===== config.mk =====
export PLATFORM = sky130hd
export DESIGN_NAME = fetch_stall_ctrl_flat
export DESIGN_NICKNAME = d
export VERILOG_FILES = /design/src/rtl/fetch_stall_ctrl_if.sv /design/src/rtl/fetch_stall_ctrl.sv /design/src/flat_wrapper.sv
export SDC_FILE = /design/constraint.sdc
export NUM_CORES = 1
export LEC_CHECK = 0
export CORE_MARGIN = 3
export CORE_UTILIZATION = 43
export DETAILED_ROUTE_END_ITERATION = 10
export GPL_TIMING_DRIVEN = 0
export PLACE_DENSITY = 0.8
export SETUP_SLACK_MARGIN = 0.5
export SLEW_MARGIN = 20
export SYNTH_ARGS = -nofsm -noshare
export SYNTH_HDL_FRONTEND = slang
export SYNTH_SLANG_ARGS = --single-unit

===== constraint.sdc =====
create_clock -name clk_i -period 2.1 [get_ports clk_i]
set_input_delay 0.42 -clock clk_i [delete_from_list [all_inputs] [get_ports clk_i]]
set_output_delay 0.42 -clock clk_i [all_outputs]
set_load 0.02 [all_outputs]

===== src/rtl/fetch_stall_ctrl_if.sv =====
// Fetch-stage bundle: hazard/branch inputs, instruction-memory port and the IF/ID latch outputs.
// The slave modport is the fetch controller; the master modport drives it.
interface fetch_stall_ctrl_if #(
    parameter int PC_W   = 16,
    parameter int INST_W = 16
);
    logic              stall;
    logic              br_taken;
    logic [PC_W-1:0]   br_target;
    logic [PC_W-1:0]   imem_addr;
    logic [INST_W-1:0] imem_data;
    logic [PC_W-1:0]   id_pc;
    logic [INST_W-1:0] id_inst;
    logic              id_valid;
    logic              ex_bubble;
    logic [1:0]        state;
    logic [1:0]        stall_cnt;
    logic              stall_err;

    modport master (
        output stall, br_taken, br_target, imem_data,
        input  imem_addr, id_pc, id_inst, id_valid, ex_bubble, state, stall_cnt, stall_err
    );

    modport slave (
        input  stall, br_taken, br_target, imem_data,
        output imem_addr, id_pc, id_inst, id_valid, ex_bubble, state, stall_cnt, stall_err
    );
endinterface


===== src/rtl/fetch_stall_ctrl.sv =====
// PC register and IF/ID latch with stall hold, taken-branch redirect/squash,
// bubble request toward ID/EX and a sticky detector for over-long stalls.
module fetch_stall_ctrl #(
    parameter int              PC_W      = 16,
    parameter int              INST_W    = 16,
    parameter logic [PC_W-1:0]   RESET_PC  = '0,
    parameter logic [INST_W-1:0] NOP_INST  = '0,
    parameter int              STALL_MAX = 3
) (
    input  logic              clk_i,
    input  logic              rst_i,
    fetch_stall_ctrl_if.slave bus
);
    typedef enum logic [1:0] {
        ST_BOOT    = 2'd0,
        ST_RUN     = 2'd1,
        ST_STALLED = 2'd2,
        ST_FLUSH   = 2'd3
    } state_e;

    localparam logic [1:0] CNT_SAT      = 2'd3;
    localparam logic [1:0] STALL_ERR_AT = 2'(STALL_MAX - 1);

    logic [PC_W-1:0]   pc_q,        pc_d;
    logic [PC_W-1:0]   id_pc_q,     id_pc_d;
    logic [INST_W-1:0] id_inst_q,   id_inst_d;
    logic              id_valid_q,  id_valid_d;
    state_e            state_q,     state_d;
    logic [1:0]        stall_cnt_q, stall_cnt_d;
    logic              stall_err_q, stall_err_d;

    always_comb begin
        pc_d        = pc_q;
        id_pc_d     = id_pc_q;
        id_inst_d   = id_inst_q;
        id_valid_d  = id_valid_q;
        state_d     = state_q;
        stall_cnt_d = stall_cnt_q;
        stall_err_d = stall_err_q;

        if (bus.stall) begin
            // Everything in fetch freezes; a branch in ID re-resolves once the stall drops.
            state_d     = ST_STALLED;
            stall_cnt_d = (stall_cnt_q == CNT_SAT) ? CNT_SAT : stall_cnt_q + 2'd1;
            if (stall_cnt_q == STALL_ERR_AT) begin
                stall_err_d = 1'b1;
            end
        end else begin
            stall_cnt_d = 2'd0;
            if (bus.br_taken && id_valid_q) begin
                // The word fetched this cycle is on the wrong path: squash it.
                pc_d       = bus.br_target;
                id_inst_d  = NOP_INST;
                id_valid_d = 1'b0;
                state_d    = ST_FLUSH;
            end else begin
                pc_d       = pc_q + 1'b1;
                id_inst_d  = bus.imem_data;
                id_pc_d    = pc_q;
                id_valid_d = 1'b1;
                state_d    = ST_RUN;
            end
        end
    end

    always_ff @(posedge clk_i) begin
        if (rst_i) begin
            pc_q        <= RESET_PC;
            id_pc_q     <= '0;
            id_inst_q   <= NOP_INST;
            id_valid_q  <= 1'b0;
            state_q     <= ST_BOOT;
            stall_cnt_q <= 2'd0;
            stall_err_q <= 1'b0;
        end else begin
            pc_q        <= pc_d;
            id_pc_q     <= id_pc_d;
            id_inst_q   <= id_inst_d;
            id_valid_q  <= id_valid_d;
            state_q     <= state_d;
            stall_cnt_q <= stall_cnt_d;
            stall_err_q <= stall_err_d;
        end
    end

    // Bubble request is combinational so ID/EX sees it in the same cycle as the stall.
    assign bus.ex_bubble = bus.stall | ~id_valid_q;
    assign bus.imem_addr = pc_q;
    assign bus.id_pc     = id_pc_q;
    assign bus.id_inst   = id_inst_q;
    assign bus.id_valid  = id_valid_q;
    assign bus.state     = state_q;
    assign bus.stall_cnt = stall_cnt_q;
    assign bus.stall_err = stall_err_q;
endmodule


===== src/flat_wrapper.sv =====
// flat-port wrapper written by rule: the top's interface ports become plain ports
module fetch_stall_ctrl_flat 
#(
    parameter int              PC_W      = 16,
    parameter int              INST_W    = 16,
    parameter logic [PC_W-1:0]   RESET_PC  = '0,
    parameter logic [INST_W-1:0] NOP_INST  = '0,
    parameter int              STALL_MAX = 3
)
  (clk_i, rst_i, bus_stall, bus_br_taken, bus_br_target, bus_imem_data, bus_imem_addr, bus_id_pc, bus_id_inst, bus_id_valid, bus_ex_bubble, bus_state, bus_stall_cnt, bus_stall_err);
  fetch_stall_ctrl_if #(.PC_W(PC_W), .INST_W(INST_W)) bus_i ();
  input  logic clk_i;
  input  logic rst_i;
  input wire logic [$bits(bus_i.stall)-1:0] bus_stall;
  input wire logic [$bits(bus_i.br_taken)-1:0] bus_br_taken;
  input wire logic [$bits(bus_i.br_target)-1:0] bus_br_target;
  input wire logic [$bits(bus_i.imem_data)-1:0] bus_imem_data;
  output wire logic [$bits(bus_i.imem_addr)-1:0] bus_imem_addr;
  output wire logic [$bits(bus_i.id_pc)-1:0] bus_id_pc;
  output wire logic [$bits(bus_i.id_inst)-1:0] bus_id_inst;
  output wire logic [$bits(bus_i.id_valid)-1:0] bus_id_valid;
  output wire logic [$bits(bus_i.ex_bubble)-1:0] bus_ex_bubble;
  output wire logic [$bits(bus_i.state)-1:0] bus_state;
  output wire logic [$bits(bus_i.stall_cnt)-1:0] bus_stall_cnt;
  output wire logic [$bits(bus_i.stall_err)-1:0] bus_stall_err;
  assign bus_i.stall = bus_stall;
  assign bus_i.br_taken = bus_br_taken;
  assign bus_i.br_target = bus_br_target;
  assign bus_i.imem_data = bus_imem_data;
  assign bus_imem_addr = bus_i.imem_addr;
  assign bus_id_pc = bus_i.id_pc;
  assign bus_id_inst = bus_i.id_inst;
  assign bus_id_valid = bus_i.id_valid;
  assign bus_ex_bubble = bus_i.ex_bubble;
  assign bus_state = bus_i.state;
  assign bus_stall_cnt = bus_i.stall_cnt;
  assign bus_stall_err = bus_i.stall_err;
  fetch_stall_ctrl #(.PC_W(PC_W), .INST_W(INST_W), .RESET_PC(RESET_PC), .NOP_INST(NOP_INST), .STALL_MAX(STALL_MAX)) u_core (.clk_i(clk_i), .rst_i(rst_i), .bus(bus_i));
endmodule

==> summary.txt <==
Min path
  • Worst Hold Class: flop to flop

Run status
  • Outcome: completed

STA
  • Slew headroom: 62.6%
  • Pins over their slew limit: 0
  • Worst-margin pin slew: 0.561 ns
  • Final critical-path required period: 1.63 ns
  • Setup TNS: 0 ns
  • Post-route clock skew: 0.00708 ns
  • Final setup vio count: 0
  • Fin. Hold Viols: 0
  • Period utilization: 77.6%
  • RSZ-0062 raised after global routing: yes
  • FMAX: 614 MHz

Pwr
  • Power density over cell area: 677 nW/um^2
  • Worst vdd ir: 0.000467 V
  • Leak: 0.00149 uW

Detailed routing
  • ANT nets after route: 0
  • Via/cell ratio: 5.48
  • DRC: 0
  • Routed wire length: 6760 um
  • Drt initial violations: 141
  • Drt wl/cell: 16.3 um
  • Total number of vias: 2278
  • Drt pass-1 iters: 4

Layout
  • ANT cells: 0
  • Share of cells above drive strength 1: 15.8%
  • Sequential Area: 1100 um^2
  • Area grow syn2layout: 52.1%
  • # fillers: 416
  • Finished Core Util: 70.1%
  • Fin cells: 416
  • Area of the multi-input gates: 1110 um^2
  • Nets: 385

Synthesis
  • Yosys Warn Count: 0
  • #FFs+latches synth: 54
  • Yosys cell types: 45
  • Ys flop type: dfxtp_1
  • FFs w/ async S/R, synth: 0%
  • Mean post-synth cell area: 9.23 um^2
  • Cell Area, Synth: 2260 um^2
  • Syn_nets: 282
  • Post-Syn Instances: 245
  • Register area share after synthesis: 47.8%
  • Number of synthesized flops with an enable pin: 0

Critical path
  • Crit path kind: flop to flop
  • WP data required: 2.35 ns
  • Worst EP arrival: 1.88 ns
  • CP endpoint kind: flop
  • CP Max Fanout: 4
  • Setup crit start kind: flop

Floorplan
  • Num ports: 91
  • Area of the core: 4910 um^2
  • Num rows: 25
  • Die height: 78.5 um
  • Die Area: 6170 um^2
  • Initial Util: 46.1%
  • Die W: 78.5 um

Placed design
  • Placer's final routability congestion estimate: 0.944
  • Port Buf Inserts: 89
  • DP HPWL: 4790 um
  • Post-Place Cells: 401

CTS
  • CTS Buf Count: 5
  • Hold-fix buffers, CTS: 0
  • CTS root buffer: clkbuf_8
  • CTS tree: done
  • Htree depth: 2
  • Num Clock Sinks: 54
  • Clk_lat worst skew: 0.31 ns
  • Worst-path clk slew: 0.10 ns
  • Clock buffer depth: 2

Global route
  • GRT overflow: 0
  • GR Util All Layers: 22.5%
  • Vias in the first global route: 2211
  • Pin count of the biggest net entering global routing: 17
  • Initial antenna violation count: 0
  • First-pass GRT wire length: 11000 um

Run
  • Max_cap viols: 0
state kept, by name, indices dropped and copies added, names as in the netlist:
| signal | flops |
|---|---|
| u_core.bus.stall_cnt | 2 |
| u_core.bus.stall_err | 1 |
| u_core.bus.id_valid | 1 |
| u_core.bus.id_inst | 16 |
| u_core.bus.state | 2 |
| u_core.bus.id_pc | 16 |
| u_core.bus.imem_addr | 16 |
path summary, 6_finish.rpt:
kind,slack (ns),cells after the start,from,endpoint
worst max-delay path,0.47,5,u_core.bus.imem_addr[1],u_core.bus.imem_addr[14]
worst min-delay path,0.46,2,u_core.bus.id_pc[2],u_core.bus.id_pc[2]
worst max register to register,0.47,5,u_core.bus.imem_addr[1],u_core.bus.imem_addr[14]
worst min register to register,0.46,2,u_core.bus.id_pc[2],u_core.bus.id_pc[2]
cell type report:
cell class,instances,share of cell area (%)
clock inverters,2,1.75
repair buffers,96,25.3
plain buffers,16,2.91
inverters,7,0.764
clock buffers,6,2.40
multi-input cells,168,32.4
well taps,67,2.44
flip-flops and latches,54,32.1
worst max-delay path, cell delays in order (launching register included):
cell and delay (ns):
dfxtp_4 0.38, ha_4 0.13, nand4_1 0.19, nor4_4 0.36, mux2_2 0.38, a21oi_2 0.12
where the power goes:
part / internal, uW / switching [uW] / total [uW]
sequential: 1070 / 42.2 / 1110
clock: 508 / 345 / 853
combinational: 173 / 190 / 363
through the flow:
| step | worst slack (ns) | power, uW | hold slack [ns] | cell area (um^2) |
|---|---|---|---|---|
| after floorplan | 0.544 | 1310 | 0.526 | 2260 |
| after CTS | 0.260 | 2330 | 0.460 | 3410 |
| after global routing | 0.418 | 2430 | 0.469 | 3440 |
| final | 0.471 | 2330 | 0.459 | 3440 |
| after global placement | -0.715 | 1500 | 0.442 | 3240 |
| after detailed placement | -0.703 | 1510 | 0.449 | 3240 |
timing repair:
item	4_1_cts	5_1_grt
resized for setup	81	13
pin swaps	4	0
endpoints found under the setup margin	100	19
buffers inserted	5	2
placed cells by master, fill, tap and decap left out, drive strengths merged, types with 3 or more instances in the layout:
cell type / count
clkdlybuf4s50: 32
a31oi: 3
inv: 7
dlygate4sd2: 53
nand4: 5
nor3b: 7
o21ai: 4
nand3: 6
nand2: 30
nor4: 6
or3: 3
a22o: 28
dfxtp: 54
a21oi: 25
nor2: 10
clkbuf: 12
buf: 19
nor3: 9
a21o: 4
routing by layer:
metal  up-vias  routed length (um)  global-route usage (%)
met4         0                 124                    6.99
met1      1069                2930                    29.2
met3        14                 457                    6.54
met5         -                   0                       0
met2        89                3250                    36.0
li1       1106                   -                       -
Yosys cell counts (4+ instances only):
master     n  area (um^2)
nand3_1    5         25.0
a21o_1     4         30.0
nor3_1     8         40.0
nor3b_1    7         52.6
inv_1      7         26.3
a21oi_1   25          125
clkbuf_1   6         22.5
nor2_1    10         37.5
o21ai_0    4         20.0
nor4_1     4         25.0
a22o_1    28          245
buf_2      6         30.0
nand2_1   29          109
dfxtp_1   54         1080
cells by family (layout without fill, tap and decap cells):
group                    count (synthesis)  after routing  synth area share, %
flip-flops                              54             54                 47.8
XOR/XNOR                                 2              2                0.774
adder cells (fa/ha/maj)                  1              1                0.553
AND/OR/NAND/NOR                         86             86                 21.1
AO/OA/AOI/OAI                           75             75                 23.2
multiplexers                             4              4                 1.88
buffers and inverters                   23            127                 4.65
(Power assumes the default switching activity.)
==> edit: new RTL, config.mk and constraints unchanged <==
`INST_W` is set to 16 in 3 places; all go to 24.
--- a/src/rtl/fetch_stall_ctrl_if.sv
+++ b/src/rtl/fetch_stall_ctrl_if.sv
@@ -2,7 +2,7 @@
 // The slave modport is the fetch controller; the master modport drives it.
 interface fetch_stall_ctrl_if #(
     parameter int PC_W   = 16,
-    parameter int INST_W = 16
+    parameter int INST_W = 24
 );
     logic              stall;
     logic              br_taken;
--- a/src/rtl/fetch_stall_ctrl.sv
+++ b/src/rtl/fetch_stall_ctrl.sv
@@ -2,7 +2,7 @@
 // bubble request toward ID/EX and a sticky detector for over-long stalls.
 module fetch_stall_ctrl #(
     parameter int              PC_W      = 16,
-    parameter int              INST_W    = 16,
+    parameter int              INST_W    = 24,
     parameter logic [PC_W-1:0]   RESET_PC  = '0,
     parameter logic [INST_W-1:0] NOP_INST  = '0,
     parameter int              STALL_MAX = 3
--- a/src/flat_wrapper.sv
+++ b/src/flat_wrapper.sv
@@ -2,7 +2,7 @@
 module fetch_stall_ctrl_flat 
 #(
     parameter int              PC_W      = 16,
-    parameter int              INST_W    = 16,
+    parameter int              INST_W    = 24,
     parameter logic [PC_W-1:0]   RESET_PC  = '0,
     parameter logic [INST_W-1:0] NOP_INST  = '0,
     parameter int              STALL_MAX = 3
Ports: changed (resized bus_id_inst and bus_imem_data); port bits go from 91 to 107. The function was not compared with the original's and may differ.
==> edit against the original RTL <==
Wire length rose by 26%. Setup slack lost 0.063 ns. Sequential cell count increased by 8. Via count is 19% higher. Power is 24% higher. Critical path depth decreased by 1. Non-clock buffer count is 25 higher. Synthesized cell count up 13%. Fmax shrank 3.7%. Area after synthesis increased by 8.4%. Design area grew 18%. Critical endpoint is now u_core.bus.imem_addr[15]. Highest routed layer unchanged.
==> edit: results (changes against the original RTL) <==
Outcome
  – Status: complete, no violations

Drt
  – DRT Pass-1 Iters: 5 (+1)
  – Vias: 2,702 (+19%)
  – 1st-iter DRT viols: 254 (+80%)
  – Per-cell routed wire length: 17.70 µm (+8.9%)
  – Vias/cell: 5.617 (+2.6%)

Global routing
  – Gr usage total: 0.2602 (+0.03504)
  – First-pass GRT wire length: 12,990 µm (+18%)
  – Vias in the first global route: 2,611 (+18%)
  – Largest net degree at the start of global routing: 11 (-6)
  – Initial antenna violation count: 0 (unchanged)

Power
  – Maximum vdd drop: 0.0004011 V (-14%)
  – Total leakage power: 0.001788 µW (+20%)

Synth
  – Post-synthesis adder-cell area fraction: 0.005105 (-0.0004263)
  – Mux cell area share after synthesis: 0.008167 (-0.01064)
  – Mapped Avg Cell Area: 8.881 µm² (-3.8%)
  – Compound-Gate Fraction of Synth Area: 0.2328 (+0.0004709)
  – Sequential area share after synthesis: 0.5064 (+0.02850)
  – Post-synth cell types: 45 (unchanged)
  – Xor-xnor portion of the synthesized cell area: 0.003573 (-0.004170)
  – Net Count, Synth: 321 (+14%)
  – Commonest cells in the synthesized netlist: dfxtp_1 (62), nand2_1 (50), a21oi_1 (29)
  – Synth area leaders: dfxtp_1 (51%), a22o_1 (8.6%), nand2_1 (7.7%)
  – Yosys warns: 0 (unchanged)

Timing
  – Rel. slew slack: 0.6136 (-0.01261)
  – Clock skew: 0.005227 ns (-0.001855 ns)
  – Hold slack: 0.4542 ns (-0.004928 ns)

Critical path
  – R2r setup slk: 0.41 ns (-0.06 ns)
  – FF-to-FF path depth: 4 (-1)
  – RR Endpoint: u_core.bus.imem_addr[15]
  – R2R Path Start: u_core.bus.imem_addr[6]
  – CP max stage delay: 0.52 ns (+0.14 ns)
  – Critical Path AT: 1.91 ns (+0.03 ns)
  – Top delay family on crit path: simple AND/OR/NAND/NOR gates
  – Crit path max-delay cell type: or4_4
  – Critical path peak fanout: 7 (+3)

Place
  – # port buffers: 105 (+18%)
  – Gpl congestion: 0.8587 (-9.0%)
  – Worst setup slack after placement: -0.4902 ns (+0.2125 ns)
  – Dpl hpwl: 5651 µm (+18%)
  – Placed cell areas: 3651 µm² (+13%)
  – Cell count after placement: 451 (+12%)

Clocking
  – CTS buffer count: 9 (+4)
  – CTS H-tree depth: 3 (+1)
  – Worst-path clk slew: 0.07 ns (-0.03 ns)
  – Clock latency on the worst-skew pair: 0.34 ns (+0.03 ns)

Min path
  – Hold endpoint: u_core.bus.id_pc[9]
  – Hold wc startpoint: u_core.bus.id_pc[9]
  – Hold Path Depth: 2 (unchanged)

Cells and area
  – Share of layout cells above drive strength 1: 0.1922 (+0.03462)
  – Filler instances: 406 (-2.4%)
  – Multi-input logic area: 1197 µm² (+7.4%)
edit: changes by cell type in the layout (fill, tap and decap cells not counted), sizes merged, moves of 7 or more:
cell	before	now
nand2	30	50
dfxtp	54	62
clkdlybuf4s50	32	40
nor3b	7	0
dlygate4sd2	53	62
clkbuf	12	31
edit: power breakdown:
group / internal, µW / total (µW) / leakage [µW] / switching [µW]
clock: 759 / 1220 / 0.000120 / 464
combinational: 195 / 409 / 0.00115 / 214
sequential: 1220 / 1260 / 0.000517 / 46.2
total: 2170 / 2900 / 0.00179 / 724
edit: final cells by class:
type                    count  share of cell area
multi-input cells         188              0.2960
repair buffers            119              0.2648
inverters                   8            0.008351
plain buffers              18             0.03000
clock buffers              15             0.05165
well taps                  70             0.02165
clock inverters             1            0.007423
flip-flops and latches     62              0.3201
edit: layer usage:
metal / up-vias / wire length, µm / GRT usage
met5: - / 0 / 0
li1: 1264 / - / -
met4: 0 / 218 / 0.1233
met3: 31 / 888 / 0.08443
met1: 1233 / 3462 / 0.3149
met2: 174 / 3944 / 0.4169
edit: worst max-delay path by stage:
stage,from,to,slack [ns]
CTS,bus_stall,bus_ex_bubble,0.26
detailed placement,bus_stall,u_core.bus.id_inst[19],-0.49
global route,u_core.bus.imem_addr[6],u_core.bus.imem_addr[15],0.35
floorplan,u_core.bus.imem_addr[3],u_core.bus.imem_addr[15],0.47
global placement,bus_stall,u_core.bus.id_inst[15],-0.46
finish,u_core.bus.imem_addr[6],u_core.bus.imem_addr[15],0.41
edit: timing repair:
action	in CTS	in global routing
buffers inserted	4	10
gates cloned	0	0
resized for setup	98	13
pin swaps	2	1
setup endpoints to repair	121	44
hold buffers	0	0
edit: worst min-delay path, stage by stage, from the launching register on:
cell	delay, ns
dfxtp_1	0.31
nand2_1	0.05
a21oi_1	0.05
